$ cat config.mk
export PLATFORM = sky130hd
export DESIGN_NAME = score_digit_driver
export DESIGN_NICKNAME = d
export VERILOG_FILES = /design/src/rtl/score_digit_driver.sv
export SDC_FILE = /design/constraint.sdc
export NUM_CORES = 1
export LEC_CHECK = 0
export CAP_MARGIN = 20
export CORE_MARGIN = 2
export CORE_UTILIZATION = 42
export CTS_BUF_LIST = sky130_fd_sc_hd__clkbuf_16
export DETAILED_ROUTE_END_ITERATION = 8
export GPL_TIMING_DRIVEN = 1
export SLEW_MARGIN = 10
export SYNTH_ARGS = -nofsm -noshare
export SYNTH_HDL_FRONTEND = slang
export SYNTH_SLANG_ARGS = --single-unit
$ cat constraint.sdc
create_clock -name clock_25 -period 5.4 [get_ports clock_25]
set_input_delay 1.08 -clock clock_25 [delete_from_list [all_inputs] [get_ports clock_25]]
set_output_delay 1.08 -clock clock_25 [all_outputs]
set_load 0.02 [all_outputs]
$ cat src/rtl/score_digit_driver.sv
// Score digit driver: converts the binary score to three BCD digits once per frame
// and streams glyph ROM addresses/pixels for the score window. Optional: LEADING_ZERO_BLANK_EN.
module score_digit_driver #(
  parameter int X_ORIGIN      = 560,
  parameter int Y_ORIGIN      = 8,
  parameter int DIGIT_SPACING = 12
) (
  input  logic       clock_25,
  input  logic       reset,
  input  logic [9:0] score,
  input  logic       frame_start,
  input  logic [9:0] x_pos,
  input  logic [9:0] y_pos,
  input  logic       display_en,
  input  logic [1:0] number_pixel,
  output logic [4:0] selected_number,
  output logic [7:0] count,
  output logic [1:0] score_pixel,
  output logic       score_active,
  output logic       busy
);
  localparam int NUM_DIGITS = 3;

  typedef enum logic [1:0] {IDLE, SHIFT, COMMIT} state_t;
  state_t state_q, state_d;

  logic [9:0]                  bin_q;
  logic [11:0]                 bcd_q;
  logic [3:0]                  iter_q;
  logic [NUM_DIGITS-1:0][3:0]  disp_q;   // [0]=hundreds, [2]=units

  function automatic logic [11:0] add3(input logic [11:0] b);
    logic [11:0] r;
    for (int n = 0; n < 3; n++)
      r[n*4 +: 4] = (b[n*4 +: 4] >= 4'd5) ? b[n*4 +: 4] + 4'd3 : b[n*4 +: 4];
    return r;
  endfunction

  always_ff @(posedge clock_25) begin
    if (reset) state_q <= IDLE;
    else       state_q <= state_d;
  end

  always_comb begin
    state_d = state_q;
    busy    = 1'b0;
    case (state_q)
      IDLE:   if (frame_start) state_d = SHIFT;
      SHIFT:  begin busy = 1'b1; if (iter_q == 4'd9) state_d = COMMIT; end
      COMMIT: begin busy = 1'b1; state_d = IDLE; end
      default: state_d = IDLE;
    endcase
  end

  logic [11:0] bcd_adj;
  assign bcd_adj = add3(bcd_q);

  always_ff @(posedge clock_25) begin
    if (reset) begin
      bin_q  <= '0;
      bcd_q  <= '0;
      iter_q <= '0;
      disp_q <= '0;
    end else begin
      case (state_q)
        IDLE: if (frame_start) begin
          bin_q  <= (score > 10'd999) ? 10'd999 : score;
          bcd_q  <= '0;
          iter_q <= '0;
        end
        SHIFT: begin
          bcd_q  <= {bcd_adj[10:0], bin_q[9]};
          bin_q  <= {bin_q[8:0], 1'b0};
          iter_q <= iter_q + 4'd1;
        end
        // Display only ever changes here, so a frame sees either old or new score
        COMMIT: disp_q <= {bcd_q[3:0], bcd_q[7:4], bcd_q[11:8]};
        default: ;
      endcase
    end
  end

  logic [NUM_DIGITS-1:0]      blank;
`ifdef LEADING_ZERO_BLANK_EN
  assign blank[0] = (disp_q[0] == 4'd0);
  assign blank[1] = blank[0] && (disp_q[1] == 4'd0);
  assign blank[2] = 1'b0;
`else
  assign blank = '0;
`endif

  // Per-digit cell hit test and ROM offset
  logic [NUM_DIGITS-1:0]      hit_vec;
  logic [NUM_DIGITS-1:0][7:0] off_vec;
  logic [10:0]                dy;
  logic                       in_rows;

  assign dy      = {1'b0, y_pos} - 11'(Y_ORIGIN);
  assign in_rows = display_en && ({1'b0, y_pos} >= 11'(Y_ORIGIN)) && (dy <= 11'd9);

  for (genvar i = 0; i < NUM_DIGITS; i++) begin : g_cell
    localparam logic [10:0] CX = 11'(X_ORIGIN + i*DIGIT_SPACING);
    logic [10:0] dx;
    logic [7:0]  lin;
    assign dx         = {1'b0, x_pos} - CX;
    assign hit_vec[i] = in_rows && ({1'b0, x_pos} >= CX) && (dx <= 11'd9);
    assign lin        = 8'(dy[3:0]) * 8'd10 + 8'(dx[3:0]);
    assign off_vec[i] = {lin[6:0], 1'b0};
  end

  logic       hit_s0, show_s0;
  logic [3:0] dig_s0;
  logic [7:0] off_s0;

  always_comb begin
    hit_s0  = 1'b0;
    show_s0 = 1'b0;
    dig_s0  = '0;
    off_s0  = '0;
    for (int i = 0; i < NUM_DIGITS; i++) begin
      if (hit_vec[i]) begin
        hit_s0  = 1'b1;
        show_s0 = !blank[i];
        dig_s0  = disp_q[i];
        off_s0  = off_vec[i];
      end
    end
  end

  logic [2:1] vld_pipe;
  logic [2:1] show_pipe;
  logic [7:0] off_q;

  always_ff @(posedge clock_25) begin
    if (reset) begin
      vld_pipe        <= '0;
      show_pipe       <= '0;
      off_q           <= '0;
      selected_number <= '0;
      count           <= '0;
      score_pixel     <= '0;
      score_active    <= 1'b0;
    end else begin
      vld_pipe        <= {vld_pipe[1], hit_s0};
      show_pipe       <= {show_pipe[1], show_s0};
      off_q           <= off_s0;
      selected_number <= hit_s0 ? {1'b0, dig_s0} : 5'd0;
      count           <= vld_pipe[1] ? off_q : 8'd0;
      // ROM glyph for this pixel arrives now, one cycle after count
      score_pixel     <= show_pipe[2] ? number_pixel : 2'b00;
      score_active    <= show_pipe[2];
    end
  end
endmodule

==> key figures <==
Run status
  – Status: finished, final reports clean

Synthesis
  – Avg Synthesized Cell Area: 8.634 um^2
  – Synth area leader: dfxtp_1
  – Largest cells by area after synthesis: dfxtp_1 35%, ha_1 12%, nor2_1 5.4%
  – Number of synthesized flops with an enable pin: 0
  – Top cell type's share of synthesized area: 35.46%
  – Flops & latches, synth: between 60 and 70
  – Post-Syn Area: around 0.0036 mm^2
  – Part of the Yosys area used for sequential elements: 35.46%
  – Yosys synthesis warning count: 0
  – Async S/R FF share, synth: 0%
  – Synth Flop Type: dfxtp_1
  – Distinct cells, synth: 55
  – Cells after Synth: 412

Route
  – Routed via count: 3009
  – Drt first pass iters: 4
  – Remaining DRCs: 0
  – Total Wirelength: 7651 um
  – Vias per cell: 5.298
  – WL/cell: 13.47 um
  – Detailed Route Iter0 Violations: 119
  – Routed Antenna Nets: 0

Layout
  – Reg area: about 0.0013 mm^2
  – Antenna cells: 0
  – Most frequent cells in the layout: 63 x dfxtp_1, 51 x nor2_1, 50 x clkdlybuf4s50_1, 33 x ha_1, 26 x a21oi_1
  – Area grow syn2layout: 25.04%
  – Fin area: ~0.0044 mm^2
  – Nets: 530
  – Most common cell after layout, fill and taps aside: dfxtp_1
  – Filler Cells Inserted: 765
  – Multi-input gate area: 0.002132 mm^2
  – Share of cells above drive strength 1: 4.752%

Worst setup path
  – Worst path required time: ~5.6 ns
  – Reg2Reg Launch Point: state_q[1]$_SDFFE_PP0P_
  – Critical path class: input port to flip-flop
  – Cell Chain, Critical Path: clkdlybuf4s50_1 -> inv_1 -> ha_1 -> ha_1 -> a21oi_1 -> nor3_1 -> a211o_1 -> a22o_1 -> a21oi_1
  – R2r endpoint: bin_q[4]$_SDFFE_PP0P_
  – Critical Path Start Type: input port
  – Largest delay share family, worst path: compound AO/OA/AOI/OAI gates
  – WP buf/inv: 2
  – R2R cell count: 6
  – CP max FO: 10
  – CP peak stage delay: roughly 0.7 ns
  – Critical Path End Type: flip-flop
  – Reg2Reg Setup Slack: between 2 and 3 ns
  – CP max-delay cell: clkdlybuf4s50_1
  – Arrival time at the worst endpoint: between 3 and 4 ns

Die
  – Die span in x: 96.03 um
  – Core area: 0.008217 mm^2
  – FP Rows: 33
  – Die Area: 0.009222 mm^2
  – Initial Utilization: between 40% and 50%
  – Die height: roughly 96 um
  – IO Pins: 53

Clock network
  – CTS tree: done
  – Worst-skew pair later-pin latency: 0.32 ns
  – Depth of the CTS H-tree: 3
  – Cts hold-fix bufs: 0
  – Clk slew on worst S/H paths: 0.05 ns
  – Post-CTS resize count: 0
  – Clk buf depth: 2
  – Total CTS buffers: 9
  – Post-CTS Setup Inserts: 0
  – Root buf cell: clkbuf_16
  – Clk sinks: 63

Placement
  – Placed cell area: between 0.004 and 0.005 mm^2
  – DP HPWL: 5672 um
  – GPL Wtd Cong: 0.8176
  – # port buffers: 50

Timing
  – Worst slew pin tran: 1.043 ns
  – Number of pins with negative max-slew slack in the final report: 0
  – Setup Viol. Count Final: 0
  – Clk_skew: around 0.011 ns
  – Setup TNS: 0 ns
  – Slew headroom: 30.49%
  – Final Cycle Share: 65.63%
  – F_max: 282.1 MHz
  – Final Hold Viols: 0
  – RSZ-0062 raised after global routing: no
  – Crit path time final: between 3 and 4 ns

Global routing
  – Global-route wire length before repair: 12690 um
  – Total GRT Usage: 17.35%
  – Initial antenna violation count: 0
  – GRT overflow: 0
  – Largest net degree at the start of global routing: 44
  – Number of global-route vias before repair: about 2800

Worst hold path
  – Hold Path Sink: count[4]$_SDFF_PP0_
  – Hold path cells: 1
  – Hold Path Class: flip-flop to flip-flop
  – Hold Path Origin: off_q[4]$_SDFF_PP0_

Pwr
  – Switch share: about a quarter
  – Clock power frac: 47.3%
  – Sequential group share of total power: between 30% and 40%
  – VDD IR-drop max: 118.3 uV
  – Combinational power share: 14.2%
  – Int Pwr: 0.9530 mW
  – P_sw: 0.3012 mW
  – Pwr dens: 282.0 mW/mm^2
  – Leakage: 1.679 nW

Job
  – Maxcap violations: 0
area by class of cell:
class | count | share of cell area, %
Clock inverter | 7 | 1.997
Multi-Input combinational cell | 308 | 47.93
Sequential cell | 63 | 28.35
Timing Repair Buffer | 53 | 11.76
Inverter | 23 | 1.941
Clock buffer | 9 | 5.063
Tap cell | 105 | 2.954
layer usage:
| metal | up-vias | routed length (um) | global-route usage [%] |
|---|---|---|---|
| met5 | - | 0 | 0 |
| met4 | 0 | 99 | 6.310 |
| met3 | 6 | 335 | 3.289 |
| met2 | 64 | 3266 | 26.79 |
| met1 | 1385 | 3950 | 24.03 |
| li1 | 1554 | - | - |
cells by family (layout without fill, tap and decap cells):
family / after synthesis / in the layout / share of synthesized area [%]
compound gates: 99 / 99 / 18.50
xor+xnor: 13 / 13 / 3.201
fa+ha+maj: 36 / 36 / 13.30
buf+inv: 42 / 92 / 4.713
flops: 63 / 63 / 35.46
mux: 16 / 16 / 4.502
other cells: 1 / 2 / 0.1054
simple gates: 142 / 142 / 20.23
synth_stat cells, drive strengths merged, types with 2 or more instances:
library cell and instances:
dfxtp 63, xor2 3, ha 33, nand4b 3
o31a 2, a21o 3, or2 2, a221oi 5
nor2 51, nand4 5, o21a 2, inv 22
nand3b 5, and2 9, a211o 3, nand2 24
a2111oi 4, and4 2, a21oi 26, o21ai 22
a22oi 11, xnor2 10, nor3 15, a211oi 6
o221ai 2, mux2i 16, nand2b 5, a311oi 2
clkbuf 14, nor2b 7, buf 5, fa 3
nand3 8
state kept, by name, summed over array words and instances (netlist names):
register and flops:
state_q 2, score_active 1, count 7, show_pipe 2
iter_q 4, score_pixel 2, bin_q 10, disp_q 12
selected_number 4, bcd_q 12, off_q 7
per-stage QoR:
| stage | util (%) | hold slack (ns) | power, mW | setup slack, ns | cells |
|---|---|---|---|---|---|
| after global routing | 54.13 | 0.4357 | 1.313 | 1.724 | 568 |
| after global placement | 50.31 | 0.4124 | 0.6684 | 1.678 | 552 |
| after floorplan | - | 0.4057 | 0.6060 | 2.388 | 413 |
| after detailed placement | 50.31 | 0.4163 | 0.6699 | 1.558 | 552 |
| after CTS | 54.13 | 0.4254 | 1.269 | 1.879 | 568 |
| final | 54.13 | 0.4209 | 1.254 | 1.856 | 568 |
worst register-to-register path, cell delays in order, from the launching register on:
cell,delay (ns)
dfxtp_1,0.31
inv_1,0.09
ha_1,0.41
clkinv_1,0.38
a21oi_1,0.90
a22oi_1,0.21
a21oi_1,0.15
power groups by stage:
stage                     clock [mW]  sequential (mW)  combinational (mW)
after floorplan                    0            0.491               0.115
after global placement             0            0.492               0.176
after detailed placement           0            0.492               0.177
after CTS                      0.608            0.483               0.179
after global routing           0.629            0.484               0.200
final                          0.593            0.483               0.179
worst max path at each step:
| stage | cells past startpoint | to | startpoint |
|---|---|---|---|
| 4_1_cts | 9 | off_q[7]$_SDFF_PP0_ | x_pos[2] |
| 3_3_place_gp | 10 | off_q[7]$_SDFF_PP0_ | y_pos[3] |
| 2_1_floorplan | 9 | off_q[7]$_SDFF_PP0_ | y_pos[3] |
| 5_1_grt | 8 | off_q[6]$_SDFF_PP0_ | x_pos[2] |
| 6_report | 9 | off_q[7]$_SDFF_PP0_ | x_pos[2] |
| 3_5_place_dp | 9 | off_q[7]$_SDFF_PP0_ | x_pos[2] |
Power figures use the tool's default switching activity.
